File: src/rtl/serial_core_scheduler.sv
// ---------------------------------------------------------------------------
// serial_core_scheduler
//
// Round-robin scheduler sharing one bit-serial Mealy detector core among NREQ
// requesters. A granted requester's WIDTH-bit word is latched, the core is
// cleared for one cycle, then the word is streamed LSB first on core_x while
// the core's per-bit core_y responses are collected into result (bit i is the
// response to input bit i), tagged with the requester ID.
//
// Ports:
//   clock        system clock, rising edge
//   reset        asynchronous, active-low reset
//   req          per-requester level request
//   data_in      word of requester i at [i*WIDTH +: WIDTH], sampled on grant
//   gnt          one-hot one-cycle grant pulse (word captured)
//   busy         high in every state except IDLE
//   core_x       serial bit to the shared core
//   core_rst_n   registered active-low clear to the shared core
//   core_y       core Mealy output for the current core_x
//   result       captured response word
//   result_id    requester that owns result
//   result_valid one-cycle result strobe
// ---------------------------------------------------------------------------
module serial_core_scheduler #(
    parameter int NREQ  = 4,
    parameter int WIDTH = 8,
    parameter int ID_W  = 2
) (
    input  logic                    clock,
    input  logic                    reset,
    input  logic [NREQ-1:0]         req,
    input  logic [NREQ*WIDTH-1:0]   data_in,
    output logic [NREQ-1:0]         gnt,
    output logic                    busy,
    output logic                    core_x,
    output logic                    core_rst_n,
    input  logic                    core_y,
    output logic [WIDTH-1:0]        result,
    output logic [ID_W-1:0]         result_id,
    output logic                    result_valid
);

    localparam int CNT_W = (WIDTH > 2) ? $clog2(WIDTH) : 1;

    typedef enum logic [1:0] {IDLE, CLEAR, SHIFT, DONE} state_t;

    state_t           state;
    logic [ID_W-1:0]  last_id;
    logic [CNT_W-1:0] cnt;
    logic [WIDTH-1:0] shreg;

    // Arbitration result, meaningful only in IDLE
    logic             win_found;
    logic [ID_W-1:0]  win_id;
    logic [NREQ-1:0]  win_onehot;
    logic [WIDTH-1:0] win_word;
    logic [ID_W:0]    cand;

    // Search last_id+1, last_id+2, ... modulo NREQ. The candidate index is
    // compared against each constant requester number so every select into
    // req/data_in stays constant.
    always_comb begin
        win_found  = 1'b0;
        win_id     = '0;
        win_onehot = '0;
        win_word   = '0;
        cand       = '0;
        for (int k = 1; k <= NREQ; k++) begin
            cand = {1'b0, last_id} + (ID_W+1)'(k);
            if (cand >= (ID_W+1)'(NREQ))
                cand = cand - (ID_W+1)'(NREQ);
            for (int i = 0; i < NREQ; i++) begin
                if (!win_found && req[i] && (cand == (ID_W+1)'(i))) begin
                    win_found     = 1'b1;
                    win_id        = ID_W'(i);
                    win_onehot[i] = 1'b1;
                    win_word      = data_in[i*WIDTH +: WIDTH];
                end
            end
        end
    end

    // Control FSM and registered outputs
    always_ff @(posedge clock or negedge reset) begin
        if (!reset) begin
            state        <= IDLE;
            last_id      <= ID_W'(NREQ-1);
            cnt          <= '0;
            gnt          <= '0;
            busy         <= 1'b0;
            core_x       <= 1'b0;
            core_rst_n   <= 1'b0;
            result       <= '0;
            result_id    <= '0;
            result_valid <= 1'b0;
        end else begin
            case (state)
                IDLE: begin
                    result_valid <= 1'b0;
                    if (win_found) begin
                        last_id    <= win_id;
                        result_id  <= win_id;
                        gnt        <= win_onehot;
                        core_rst_n <= 1'b0;
                        busy       <= 1'b1;
                        state      <= CLEAR;
                    end else begin
                        // Releases the core clear on the first edge after reset
                        core_rst_n <= 1'b1;
                    end
                end
                CLEAR: begin
                    gnt        <= '0;
                    core_rst_n <= 1'b1;
                    core_x     <= shreg[0];
                    cnt        <= '0;
                    state      <= SHIFT;
                end
                SHIFT: begin
                    // core_y answers the bit currently on core_x
                    result <= {core_y, result[WIDTH-1:1]};
                    core_x <= shreg[0];
                    cnt    <= cnt + 1'b1;
                    if (cnt == CNT_W'(WIDTH-1)) begin
                        result_valid <= 1'b1;
                        state        <= DONE;
                    end
                end
                DONE: begin
                    result_valid <= 1'b0;
                    busy         <= 1'b0;
                    state        <= IDLE;
                end
                default: state <= IDLE;
            endcase
        end
    end

    // Word shift register: pure datapath, no reset needed. It is loaded on the
    // grant edge and shifted so shreg[0] always holds the next bit to send.
    always_ff @(posedge clock) begin
        if (state == IDLE && win_found)
            shreg <= win_word;
        else if (state == CLEAR || state == SHIFT)
            shreg <= shreg >> 1;
    end

endmodule
File: config.mk
export PLATFORM = sky130hd
export DESIGN_NAME = serial_core_scheduler
export DESIGN_NICKNAME = d
export VERILOG_FILES = /design/src/rtl/serial_core_scheduler.sv
export SDC_FILE = /design/constraint.sdc
export NUM_CORES = 1
export LEC_CHECK = 0
export ABC_CLOCK_PERIOD_IN_PS = 2400
export CAP_MARGIN = 20
export CORE_UTILIZATION = 51
export DETAILED_ROUTE_END_ITERATION = 6
export PLACE_DENSITY = 0.9
export SLEW_MARGIN = 5
export SYNTH_ARGS = -nofsm -noshare
export SYNTH_HDL_FRONTEND = slang
export SYNTH_SLANG_ARGS = --single-unit
File: constraint.sdc
create_clock -name clock -period 2.4 [get_ports clock]
set_input_delay 0.48 -clock clock [delete_from_list [all_inputs] [get_ports clock]]
set_output_delay 0.48 -clock clock [all_outputs]
set_load 0.02 [all_outputs]
==> Word level (Yosys, flattened, before mapping) <==
Cells that the tools add are included.
W data, S select, Z words.
{ "word_totals": {"inputBits": 39, "register_bits": 33, "out_inout_bits": 18, "wordCells": 187} }
{ "op_classes": {"n_mux": 80, "magnitude_cmp": 4, "n_eq_ne": 18, "addsub": 9, "n_reduce_logical": 65} }
{ "ops": {"columns": ["operator", "n"], "rows": [
  ["$mux W8", 18],
  ["$mux W1", 35],
  ["$logic_and A1 B1 Y1", 32],
  ["$mux W2", 16],
  ["$eq A3 B2 Y1 const B", 8],
  ["$logic_not A1 Y1", 15],
  ["$eq A3 B1 Y1 const B", 4],
  ["$ge A3 B3 Y1 const B", 4],
  ["$logic_not A3 Y1", 4],
  ["$mux W3", 4],
  ["$sub A3 B3 Y3 const B", 4],
  ["$reduce_and A2 Y1", 5],
  ["$reduce_bool A2 Y1", 5],
  ["$pmux W2 S4", 1],
  ["$pmux W4 S2", 1],
  ["$add A2 B2 Y3 const B", 2],
  ["$pmux W1 S2", 3],
  ["$pmux W3 S2", 1],
  ["$eq A2 B2 Y1 const B", 2],
  ["$mux W4", 1],
  ["$ne A2 B2 Y1 const B", 2],
  ["$reduce_or A2 Y1", 2],
  ["$add A2 B1 Y3 const B", 1],
  ["$add A2 B3 Y3 const B", 1],
  ["other kinds (5)", 5]
]} }

==> Logic depth before layout (Yosys ltp) <==
{ "depth": {"ltp_word": 68, "depth_mapped": 9, "depth_no_buf": 8} }

==> Worst setup path before layout <==
No wires, ideal clock.
{ "synth_path": {"path_type": "input-to-reg", "startpoint": "in req[0]", "endpoint": "reg shreg[5], data pin", "cell_stages": 8, "setup_slack_ns": 0.407, "arrival_ns": 1.714, "setup_ns": 0.279, "path_buffers": 3, "t_required_ns": 2.121, "path_cell_list": "buf_2 -> buf_2 -> nor2_1 -> a21oi_2 -> clkbuf_1 -> nand3_1 -> o21ai_0 -> o41ai_1"} }
{ "synth_between": {"elab_chain_cells": 64, "elab_cells_between_ends": 80, "classes_between": "33 x mux; 47 x reduce/logical"} }
{ "synth_lines": {"columns": ["item", "line_no", "text"], "rows": [
  ["start, declared", "31", "input logic [NREQ-1:0] req,"],
  ["$logic_and A1 B1 Y1", "73", "if (!win_found && req[i] && (cand == (ID_W+1)'(i))) begin"],
  ["$mux W1", "73", null],
  ["$logic_not A1 Y1", "73", null],
  ["$logic_and A1 B1 Y1 (2 in series)", "73", null],
  ["$mux W1", "73", null],
  ["$logic_not A1 Y1", "73", null],
  ["$logic_and A1 B1 Y1 (2 in series)", "73", null],
  ["$mux W1", "73", null],
  ["(+44 left out)", null, null],
  ["$logic_not A1 Y1", "73", null],
  ["$logic_and A1 B1 Y1 (2 in series)", "73", null],
  ["$mux W1", "73", null],
  ["$logic_not A1 Y1", "73", null],
  ["$logic_and A1 B1 Y1 (2 in series)", "73", null],
  ["$mux W1", "73", null],
  ["$logic_and A1 B1 Y1", "142", "if (state == IDLE && win_found)"],
  ["$mux W8 *", "142", null],
  ["end signal, assigned", "143", "shreg <= win_word;"],
  ["end signal, assigned", "145", "shreg <= shreg >> 1;"],
  ["end, declared", "50", "logic [WIDTH-1:0] shreg;"]
]} }
Mark *: on every way between the ends. The rest lies on a longest branch, timed or not.
A chain may end at the register's enable or synchronous reset.

==> Worst setup path in the final report <==
{ "layout_path": {"startpoint": "in req[2]", "endpoint": "reg shreg[5], data pin"} }
{ "layout_between": {"elab_chain_cells": 57, "elab_cells_between_ends": 71, "classes_between": "29 x mux; 42 x reduce/logical"} }
{ "layout_lines": {"columns": ["item", "line_no"], "rows": [
  ["$logic_and A1 B1 Y1 (2 in series)", "73"],
  ["$mux W1", "73"],
  ["$logic_not A1 Y1", "73"],
  ["$logic_and A1 B1 Y1 (2 in series)", "73"],
  ["$mux W1", "73"],
  ["$logic_not A1 Y1", "73"],
  ["$logic_and A1 B1 Y1 (2 in series)", "73"],
  ["$mux W1", "73"],
  ["(+36 left out)", null],
  ["$logic_not A1 Y1", "73"],
  ["$logic_and A1 B1 Y1 (2 in series)", "73"],
  ["$mux W1", "73"],
  ["$logic_not A1 Y1", "73"],
  ["$logic_and A1 B1 Y1 (2 in series)", "73"],
  ["$mux W1", "73"],
  ["$logic_and A1 B1 Y1", "142"],
  ["$mux W8 *", "142"]
]} }
Marks and branches as above.

==> metrics.txt <==
outcome finished clean; port bufs 56; worst IR drop on VDD 0.8630 mV; Post-CTS Setup Bufs 0; Rel. slew slack 0.6272; RSZ-0062 raised after global routing false; Rows 27; clock sinks 33; FF-to-FF End shreg[5]$_DFFE_PP_; cell count after synthesis 339; worst hold path depth 1; largest net degree at the start of global routing 26; WHS Endpoint core_rst_n$_DFFE_PN0P_; nets 496; fraction of final layout cells sized beyond drive strength 1 0.2633; Post-synth EDFFs 8; final hold slack 0.4961 ns; GRT overflow 0; CP max FO 5; Worst Hold Class reg -> reg; cell area after synthesis 0.002892 mm2; Via Count 3376; placed insts 516; H-tree depth 2; Filler Cell Count 410; commonest non-fill, non-tap cell in the layout buf_4; maximum root-to-sink buffer count 2; maxcap violations 0; critical path type in -> reg; Hold Startpoint core_rst_n$_DFFE_PN0P_; Diodes inserted 0; CP startpoint kind input port; chip width 77.30 um; Synthesized Nets 384; Die Y 77.30 um; initial antenna violation count 0; first-pass GRT wire length 16150 um; worst reg2reg path depth 7; Syn Area/Cell 8.530 um2; DR iter-0 viols 424; Lkg Pwr 1.713 nW; clk slew on worst S/H paths 0.07 ns; most frequent cells in the layout buf_4, clkdlybuf4s50_1, o21ai_0; post-synthesis sequential area ratio 0.3003; GP Congestion 0.9476; prevailing post-synth register cell dfrtp_1; vias in the first global route 3187; final non-filler cell total 524; PnR Total Power 4.212 mW; r2r startpoint last_id[0]$_DFFE_PN1P_; CTS tree yes; Ys Warns 0; final worst path period need 2.329 ns; Worst R2R Setup Slack 0.11 ns; Total GRT Usage 0.3450; final setup vio count 0; Final ANT Viol Nets 0; fmax 0.4294 GHz; Final Skew 0.01087 ns; vias per cell 6.443; Fin. Hold Viols 0; Root Buffer clkbuf_8; post-route clock period utilization 0.9704; Crit. End Element flip-flop; worst path required time 2.43 ns; Detail Placement HPWL 7769 um; power per cell area 1028 mW/mm2; Cell variety after synth 56; I/O pin total 57; setup TNS 0 ns; share of flip-flops with an asynchronous set or reset 0.7576; CP Data Arrival Time 2.36 ns; number of synthesized register bits 33; DRC 0; Core ar. 0.005473 mm2; Starting Density 0.5283; clk_lat worst skew 0.29 ns; Worst-Margin Slew 0.5592 ns; area delta synth->final 41.71%; Pins Over Slew Limit 0; DR pass1 iterations 5; WL/cell 19.39 um; total CTS buffers 5; die footprint 0.005975 mm2; Total Wirelength 10160 um
==> flip-flops by register name, indices dropped and copies added (netlist names) <==
signal and flops:
gnt 4, busy 1, result 8, result_id 2, result_valid 1, state 2
core_rst_n 1, last_id 2, shreg 8, core_x 1, cnt 3
==> critical path: stages <==
cell	delay [ns]
clkdlybuf4s50_1	0.50
buf_4	0.14
buf_4	0.14
mux2_2	0.33
a22oi_1	0.17
o221ai_1	0.14
o21ai_0	0.13
and3_1	0.24
o41ai_2	0.09
==> kinds of logic (layout without fill, tap and decap cells) <==
kind of cell    count (synthesis)  count (layout)  synth area share
compound gates                141             141            0.3367
fa+ha+maj                       6               6           0.02596
buf+inv                        43             156           0.07702
flops                          33              33            0.3003
mux                            17              17           0.06534
simple gates                   99              99            0.1947
==> layout make-up <==
cell class,instances,area (um2),share of cell area
clock buffers,5,68.82,0.01679
clock inverters,3,16.27,0.003969
inverters,14,52.55,0.01282
multi-input cells,263,1844,0.4501
flip-flops and latches,33,868.3,0.2119
well taps,72,90.09,0.02198
repair buffers,134,1157,0.2824
==> through the flow <==
| stage | worst slack [ns] | util | cell area [um2] |
|---|---|---|---|
| finish | 0.07099 | 0.7487 | 4098 |
| global route | 0.003868 | 0.7487 | 4098 |
| CTS | 0.02395 | 0.7407 | 4054 |
| detailed placement | -0.2836 | 0.7254 | 3970 |
| global placement | -0.3299 | 0.7254 | 3970 |
| floorplan | 0.4073 | - | 2892 |
==> repair_timing <==
action	in CTS	in global routing
endpoints found under the setup margin	1	7
pin swaps	0	2
hold buffers	0	0
resized for setup	2	7
==> per-layer routing <==
metal	vias up	share of wire	GRT usage
met2	223	0.48	0.5735
met5	-	0	0
met3	21	0.088	0.03929
met4	0	0.018	0.09057
met1	1586	0.41	0.4737
li1	1546	-	-
==> how the worst max path moves through the flow <==
| stage | startpoint | endpoint | depth (start not counted) |
|---|---|---|---|
| after CTS | req[3] | shreg[0]$_DFFE_PP_ | 7 |
| after global routing | req[3] | shreg[6]$_DFFE_PP_ | 8 |
| after floorplan | req[0] | shreg[5]$_DFFE_PP_ | 8 |
| after detailed placement | req[3] | shreg[0]$_DFFE_PP_ | 7 |
| after global placement | req[3] | shreg[0]$_DFFE_PP_ | 7 |
| final | req[2] | shreg[5]$_DFFE_PP_ | 9 |
==> power breakdown <==
group          switching (mW)  internal (mW)  leakage [nW]  total [mW]
combinational            1.39           1.24          1.28        2.63
sequential              0.230          0.929         0.385        1.16
clock                   0.219          0.201        0.0482       0.420
==> synth_stat cells (3+ instances only) <==
cell type,count,area (um2)
nor2b_1,5,31.28
nand3_1,12,60.06
clkbuf_1,11,41.29
edfxtp_1,8,240.2
a32oi_1,11,96.34
nor3_1,5,25.02
a22oi_1,17,127.6
inv_1,14,52.55
dfrtp_1,23,575.6
buf_6,5,56.30
a211oi_1,3,22.52
mux2_2,15,168.9
a21oi_1,25,125.1
nand2b_1,3,18.77
buf_2,10,50.05
and3_1,10,62.56
ha_1,6,75.07
o21ai_0,28,140.1
o22ai_1,12,75.07
a31oi_1,5,31.28
buf_4,3,22.52
nand2_1,21,78.83
and2_1,3,18.77
o41ai_1,6,52.55
o221ai_1,9,78.83
nor2_1,20,75.07
a211o_1,6,52.55
No activity file was read; power rests on OpenSTA's default activity.
